--- src/rtl/muldiv_pkg.sv ---
// Shared constants for the M-extension multiply/divide controller:
// funct3 opcodes, datapath widths and the controller state encoding.
package muldiv_pkg;

  localparam int XLEN      = 32;
  localparam int DIV_CNT_W = 6;

  localparam logic [2:0] OP_MUL    = 3'b000;
  localparam logic [2:0] OP_MULH   = 3'b001;
  localparam logic [2:0] OP_MULHSU = 3'b010;
  localparam logic [2:0] OP_MULHU  = 3'b011;
  localparam logic [2:0] OP_DIV    = 3'b100;
  localparam logic [2:0] OP_DIVU   = 3'b101;
  localparam logic [2:0] OP_REM    = 3'b110;
  localparam logic [2:0] OP_REMU   = 3'b111;

  typedef enum logic [2:0] {
    IDLE = 3'd0,
    MUL  = 3'd1,
    DIV  = 3'd2,
    FIX  = 3'd3,
    DONE = 3'd4
  } state_e;

endpackage

--- src/rtl/div_step.sv ---
// One restoring-division iteration: shift {rem,quot} left by one, trial-subtract
// the divisor and keep the difference when it does not borrow.
module div_step
  import muldiv_pkg::*;
(
  input  logic [XLEN:0]   rem,
  input  logic [XLEN-1:0] quot,
  input  logic [XLEN-1:0] divisor,
  output logic [XLEN:0]   rem_nx,
  output logic [XLEN-1:0] quot_nx
);

  logic [XLEN:0] shifted;
  logic [XLEN:0] trial;
  logic          fits;

  always_comb begin
    shifted = {rem[XLEN-1:0], quot[XLEN-1]};
    // rem[XLEN] set means the true shifted value exceeds 2^(XLEN+1), so it always fits;
    // the modular difference is still exact because the new remainder is below the divisor.
    fits    = rem[XLEN] | (shifted >= {1'b0, divisor});
    trial   = shifted - {1'b0, divisor};
    rem_nx  = fits ? trial : shifted;
    quot_nx = {quot[XLEN-2:0], fits};
  end

endmodule

--- src/rtl/muldiv_controller.sv ---
// EX-stage sequencer for RV32 M-extension ops: 2-cycle registered multiply,
// 34-cycle restoring divide, 1-cycle fast path for divide-by-zero and overflow.
module muldiv_controller
  import muldiv_pkg::*;
(
  input  logic            clk,
  input  logic            reset,
  input  logic            start_i,
  input  logic [2:0]      op_i,
  input  logic [XLEN-1:0] rs1_i,
  input  logic [XLEN-1:0] rs2_i,
  input  logic            flush_i,
  output logic            stall_o,
  output logic            done_o,
  output logic [XLEN-1:0] result_o,
  output state_e          dbg_state
);

  // Handshake: start_i is held by EX while the instruction sits there; stall_o holds
  // the pipeline until DONE, where done_o pulses with result_o and stall_o drops.

  state_e                state_q, state_d;
  logic [2:0]            op_q;
  logic [XLEN:0]         a_q, b_q;
  logic [XLEN:0]         rem_q;
  logic [XLEN-1:0]       quot_q, divisor_q;
  logic [DIV_CNT_W-1:0]  cnt_q;
  logic                  neg_quot_q, neg_rem_q;

  logic                  signed_div, div_zero, div_ovf;
  logic [XLEN-1:0]       fast_result, abs_rs1, abs_rs2;
  logic                  a_sign, b_sign;
  logic [2*XLEN-1:0]     product;
  logic [XLEN-1:0]       mul_result, fix_quot, fix_rem, fix_result;
  logic [XLEN:0]         rem_nx;
  logic [XLEN-1:0]       quot_nx;

  assign signed_div  = ~op_i[0];
  assign div_zero    = (rs2_i == '0);
  assign div_ovf     = signed_div && (rs1_i == {1'b1, {(XLEN-1){1'b0}}}) && (rs2_i == '1);
  assign fast_result = div_zero ? (op_i[1] ? rs1_i : '1)
                                : (op_i[1] ? '0 : {1'b1, {(XLEN-1){1'b0}}});
  assign abs_rs1     = (signed_div && rs1_i[XLEN-1]) ? -rs1_i : rs1_i;
  assign abs_rs2     = (signed_div && rs2_i[XLEN-1]) ? -rs2_i : rs2_i;

  // MULH and MULHSU treat rs1 as signed; only MULH treats rs2 as signed.
  assign a_sign = (op_i == OP_MULH || op_i == OP_MULHSU) && rs1_i[XLEN-1];
  assign b_sign = (op_i == OP_MULH) && rs2_i[XLEN-1];

  // Only the low 2*XLEN bits of the 33x33 signed product are ever selected.
  assign product    = {{(XLEN-1){a_q[XLEN]}}, a_q} * {{(XLEN-1){b_q[XLEN]}}, b_q};
  assign mul_result = (op_q == OP_MUL) ? product[XLEN-1:0] : product[2*XLEN-1:XLEN];

  assign fix_quot   = neg_quot_q ? -quot_q : quot_q;
  assign fix_rem    = neg_rem_q ? -rem_q[XLEN-1:0] : rem_q[XLEN-1:0];
  assign fix_result = op_q[1] ? fix_rem : fix_quot;

  div_step u_div_step (
    .rem     (rem_q),
    .quot    (quot_q),
    .divisor (divisor_q),
    .rem_nx  (rem_nx),
    .quot_nx (quot_nx)
  );

  always_comb begin
    state_d = state_q;
    stall_o = 1'b0;
    case (state_q)
      IDLE: begin
        if (start_i && !flush_i) begin
          stall_o = 1'b1;
          if (!op_i[2])                state_d = MUL;
          else if (div_zero || div_ovf) state_d = DONE;
          else                          state_d = DIV;
        end
      end
      MUL: begin
        stall_o = 1'b1;
        state_d = DONE;
      end
      DIV: begin
        stall_o = 1'b1;
        if (cnt_q == DIV_CNT_W'(1)) state_d = FIX;
      end
      FIX: begin
        stall_o = 1'b1;
        state_d = DONE;
      end
      DONE:    state_d = IDLE;
      default: state_d = IDLE;
    endcase
    if (flush_i) state_d = IDLE;
  end

  always_ff @(posedge clk) begin
    if (reset) begin
      state_q    <= IDLE;
      done_o     <= 1'b0;
      result_o   <= '0;
      op_q       <= '0;
      a_q        <= '0;
      b_q        <= '0;
      rem_q      <= '0;
      quot_q     <= '0;
      divisor_q  <= '0;
      cnt_q      <= '0;
      neg_quot_q <= 1'b0;
      neg_rem_q  <= 1'b0;
    end else begin
      state_q <= state_d;
      done_o  <= 1'b0;
      if (!flush_i) begin
        case (state_q)
          IDLE: begin
            if (start_i) begin
              op_q <= op_i;
              if (!op_i[2]) begin
                a_q <= {a_sign, rs1_i};
                b_q <= {b_sign, rs2_i};
              end else if (div_zero || div_ovf) begin
                result_o <= fast_result;
                done_o   <= 1'b1;
              end else begin
                rem_q      <= '0;
                quot_q     <= abs_rs1;
                divisor_q  <= abs_rs2;
                neg_quot_q <= signed_div && (rs1_i[XLEN-1] ^ rs2_i[XLEN-1]);
                neg_rem_q  <= signed_div && rs1_i[XLEN-1];
                cnt_q      <= DIV_CNT_W'(XLEN);
              end
            end
          end
          MUL: begin
            result_o <= mul_result;
            done_o   <= 1'b1;
          end
          DIV: begin
            rem_q  <= rem_nx;
            quot_q <= quot_nx;
            cnt_q  <= cnt_q - DIV_CNT_W'(1);
          end
          FIX: begin
            result_o <= fix_result;
            done_o   <= 1'b1;
          end
          default: ;
        endcase
      end
    end
  end

  assign dbg_state = state_q;

endmodule

--- config.mk ---
export PLATFORM = sky130hd
export DESIGN_NAME = muldiv_controller
export DESIGN_NICKNAME = d
export VERILOG_FILES = /design/src/rtl/muldiv_pkg.sv /design/src/rtl/div_step.sv /design/src/rtl/muldiv_controller.sv
export SDC_FILE = /design/constraint.sdc
export NUM_CORES = 2
export LEC_CHECK = 0
export ABC_AREA = 1
export CAP_MARGIN = 5
export CORE_AREA = 2 2 380 382
export DETAILED_ROUTE_END_ITERATION = 16
export DIE_AREA = 0 0 382 384
export PLACE_DENSITY = 0.56
export SLEW_MARGIN = 0
export SYNTH_ARGS = -nofsm -noshare
export SYNTH_HDL_FRONTEND = slang
export SYNTH_SLANG_ARGS = --single-unit
--- constraint.sdc ---
create_clock -name clk -period 8.4 [get_ports clk]
set_clock_uncertainty 0.15 [all_clocks]
set_input_delay 1.26 -clock clk [delete_from_list [all_inputs] [get_ports clk]]
set_output_delay 1.26 -clock clk [all_outputs]
set_load 0.005 [all_outputs]
==> metrics.md <==
| Metric | Value |
|---|---|
| Critical Path Fanout Max | `10` |
| Critical path startpoint category | `register` |
| Remaining Overflow, GRT | `0` |
| Detail Route met2 WL | `94700 µm` |
| Worst-path clk slew | `60 ps` |
| # Max-Cap Violations | `0` |
| Max Clk Rate | `125 MHz` |
| # port buffers | `107` |
| Hold buffer count at cts | `0` |
| Avg Synthesized Cell Area | `7.01 µm²` |
| Antenna diodes | `0` |
| Psw | `1.87 mW` |
| Initial DRC count | `3404` |
| Yosys reg bits | `210` |
| Initial antenna violation count | `11` |
| H-Tree Depth | `1` |
| First-pass GRT wire length | `306000 µm` |
| Worst-margin pin slew | `1170 ps` |
| Clk root buf | `clkbuf_16` |
| Synth Net Count | `9518` |
| Slowest-stage cell, CP | `dfxtp_1` |
| EDFF count, synth | `0` |
| Status | `finished clean` |
| Endpoints failing setup | `0` |
| Final hold viol count | `0` |
| Layout cell share with drive strength beyond 1 | `0.0296` |
| CP arrival | `8260 ps` |
| Vias in the first global route | `52086` |
| Post-layout minimum cycle time | `7980 ps` |
| Element type at the critical path end | `register` |
| WS Path Type | `register to register` |
| Die ar. | `147000 µm²` |
| Most used DFF post-synth | `dfxtp_1` |
| Via count | `49495` |
| Power per cell area | `70.0 nW/µm²` |
| Post-layout util | `0.427` |
| Row count | `139` |
| DP HPWL | `160000 µm` |
| Die H | `384 µm` |
| Post-DR vias/cell | `5.01` |
| Count of clock tree sinks | `210` |
| Pre-antenna DRT Iters | `8` |
| Area grow syn2layout | `7.78%` |
| CTS tree | `done` |
| Fillcell total | `14870` |
| Most common cell after layout, fill and taps aside | `inv_1` |
| Synthesized cell area | `56600 µm²` |
| Part of the power in combinational logic | `0.450` |
| Most frequent cells in the layout | `2203 x inv_1, 2148 x nand2_1, 1125 x fa_1, 465 x nor2_1, 338 x a21oi_1` |
| CTS Buffer Depth | `3` |
| Met1 wire length | `80100 µm` |
| Final nets | `9406` |
| Worst EP required | `8690 ps` |
| Sequential share of power | `0.252` |
| YS warnings | `0` |
| Synth Instances | `8070` |
| Peak supply drop | `154 µV` |
| Top-Level Pins | `108` |
| Most used cell, CP | `nand2_1` |
| DRT antenna net count | `0` |
| Worst hold path class | `register to register` |
| Final wirelength | `194000 µm` |
| CORE AREA | `143000 µm²` |
| Residual DRC | `0` |
| Post-synthesis sequential area ratio | `0.0743` |
| Num CTS Buffers | `29` |
| Largest net degree at the start of global routing | `101` |
| Library cells used by synthesis | `49` |
| WL/cell | `19.6 µm` |
| Clock Latency Late Sink | `600 ps` |
| Max-slew violations | `0` |
| Clock network fraction of total power | `0.299` |
| Relative slew margins | `0.216` |
| Top routing layer used | `met5` |
| Largest stage delay, worst path | `690 ps` |
| Die width | `382 µm` |
| Leakage power | `34.9 nW` |
| Internal power | `2.40 mW` |
| Sw frac | `0.437` |
| Post-synth ARST share | `0` |
| Initial Util | `0.396` |
| Fin crit share | `0.950` |
| Delay-heaviest family, CP | `adder cells` |
| Metal3 WL | `10600 µm` |
| CP Buf/Inv Count | `6` |
| GRT Util Overall | `0.269` |
| Gpl congestion | `1.02` |
| Total chip power | `4.27 mW` |
[cells by family after synthesis]
| kind of cell | count (synthesis) | synth area share |
|---|---|---|
| AOI/OAI and AO/OA | 730 | 0.0676 |
| buffers and inverters | 2605 | 0.174 |
| adders and majority gates | 1377 | 0.454 |
| and+or+nand+nor | 3069 | 0.218 |
| xor gates and xnor gates | 79 | 0.0122 |
| DFF | 210 | 0.0743 |
[power groups by stage]
stage               Clock, mW  Sequential (mW)  Combinational (mW)
floorplan                   0             1.07                1.20
global placement            0             1.10                1.91
detailed placement          0             1.10                1.90
CTS                      1.30             1.07                1.92
global route             1.34             1.08                2.13
finish                   1.27             1.08                1.92
[layout make-up]
cell class,count,area (µm²),share of cell area
Multi-Input combinational cell,5255,42500,0.698
Inverter,2223,8360,0.137
Sequential cell,210,4210,0.0690
Timing Repair Buffer,239,2530,0.0416
Tap cell,1903,2380,0.0391
Clock buffer,41,831,0.0136
Clock inverter,6,109,0.00179
[worst min-delay path: stages (launching register included)]
cell and delay (ps):
dfxtp_1 310, nand2_1 60, a21oi_1 50
[flip-flops by register name, summed over array words and instances, names as in the netlist, 3 cells and up]
signal     flops
rem_q         33
op_q           3
a_q           33
b_q           33
cnt_q          6
dbg_state      3
divisor_q     32
result_o      32
quot_q        32
[synthesized netlist by cell type (3+ instances only)]
library cell | instances | area, µm²
inv_1 | 2208 | 8290
nand2_1 | 2148 | 8060
fa_1 | 1126 | 22500
nor2_1 | 469 | 1760
clkbuf_1 | 346 | 1300
a21oi_1 | 338 | 1690
o21ai_0 | 317 | 1590
nand3_1 | 296 | 1480
ha_1 | 251 | 3140
dfxtp_1 | 210 | 4200
xor2_1 | 57 | 499
nand4_1 | 44 | 275
nor3_1 | 44 | 220
xnor2_1 | 22 | 193
o21bai_1 | 21 | 158
or2_2 | 21 | 131
buf_2 | 19 | 95.1
a31oi_1 | 18 | 113
nor4_1 | 13 | 81.3
inv_2 | 9 | 33.8
nand3b_1 | 9 | 67.6
buf_4 | 8 | 60.1
a21o_1 | 7 | 52.6
buf_1 | 7 | 26.3
o31ai_1 | 6 | 45.0
clkinv_1 | 5 | 18.8
a211oi_1 | 4 | 30.0
nor2_2 | 4 | 25.0
o211ai_1 | 4 | 30.0
a21boi_0 | 3 | 22.5
and2_1 | 3 | 18.8
nand2_2 | 3 | 18.8
nand3_2 | 3 | 30.0
o21a_1 | 3 | 22.5
o311ai_0 | 3 | 26.3
[worst paths after layout]
path / depth (start not counted) / to / slack [ps] / startpoint
max: 29 / result_o[10] / 420 / a_q[11]
min: 2 / result_o[13] / 320 / result_o[13]
max reg2reg: 29 / result_o[10] / 420 / a_q[11]
min reg2reg: 2 / result_o[13] / 320 / result_o[13]
[layer usage]
layer	global-route usage	vias to the layer above
met5	0	-
met4	0.0954	22
met3	0.0240	344
met2	0.470	1459
met1	0.346	24664
li1	-	23006
[stage by stage]
stage	worst slack (ps)	setup TNS, ps	std cells	hold WS [ps]	area [µm²]
global placement	258	0	9826	307	60000
detailed placement	280	0	9826	310	60000
floorplan	946	0	8070	280	56600
finish	424	0	9877	317	61000
CTS	232	0	9873	319	60900
global route	-17.8	-28.3	9877	343	61000
[repair_timing]
item,CTS,global route
endpoints found under the setup margin,0,16
endpoints found under the hold margin,0,0
setup buffers,0,4
resized for setup,0,9
(Power assumes the default switching activity.)
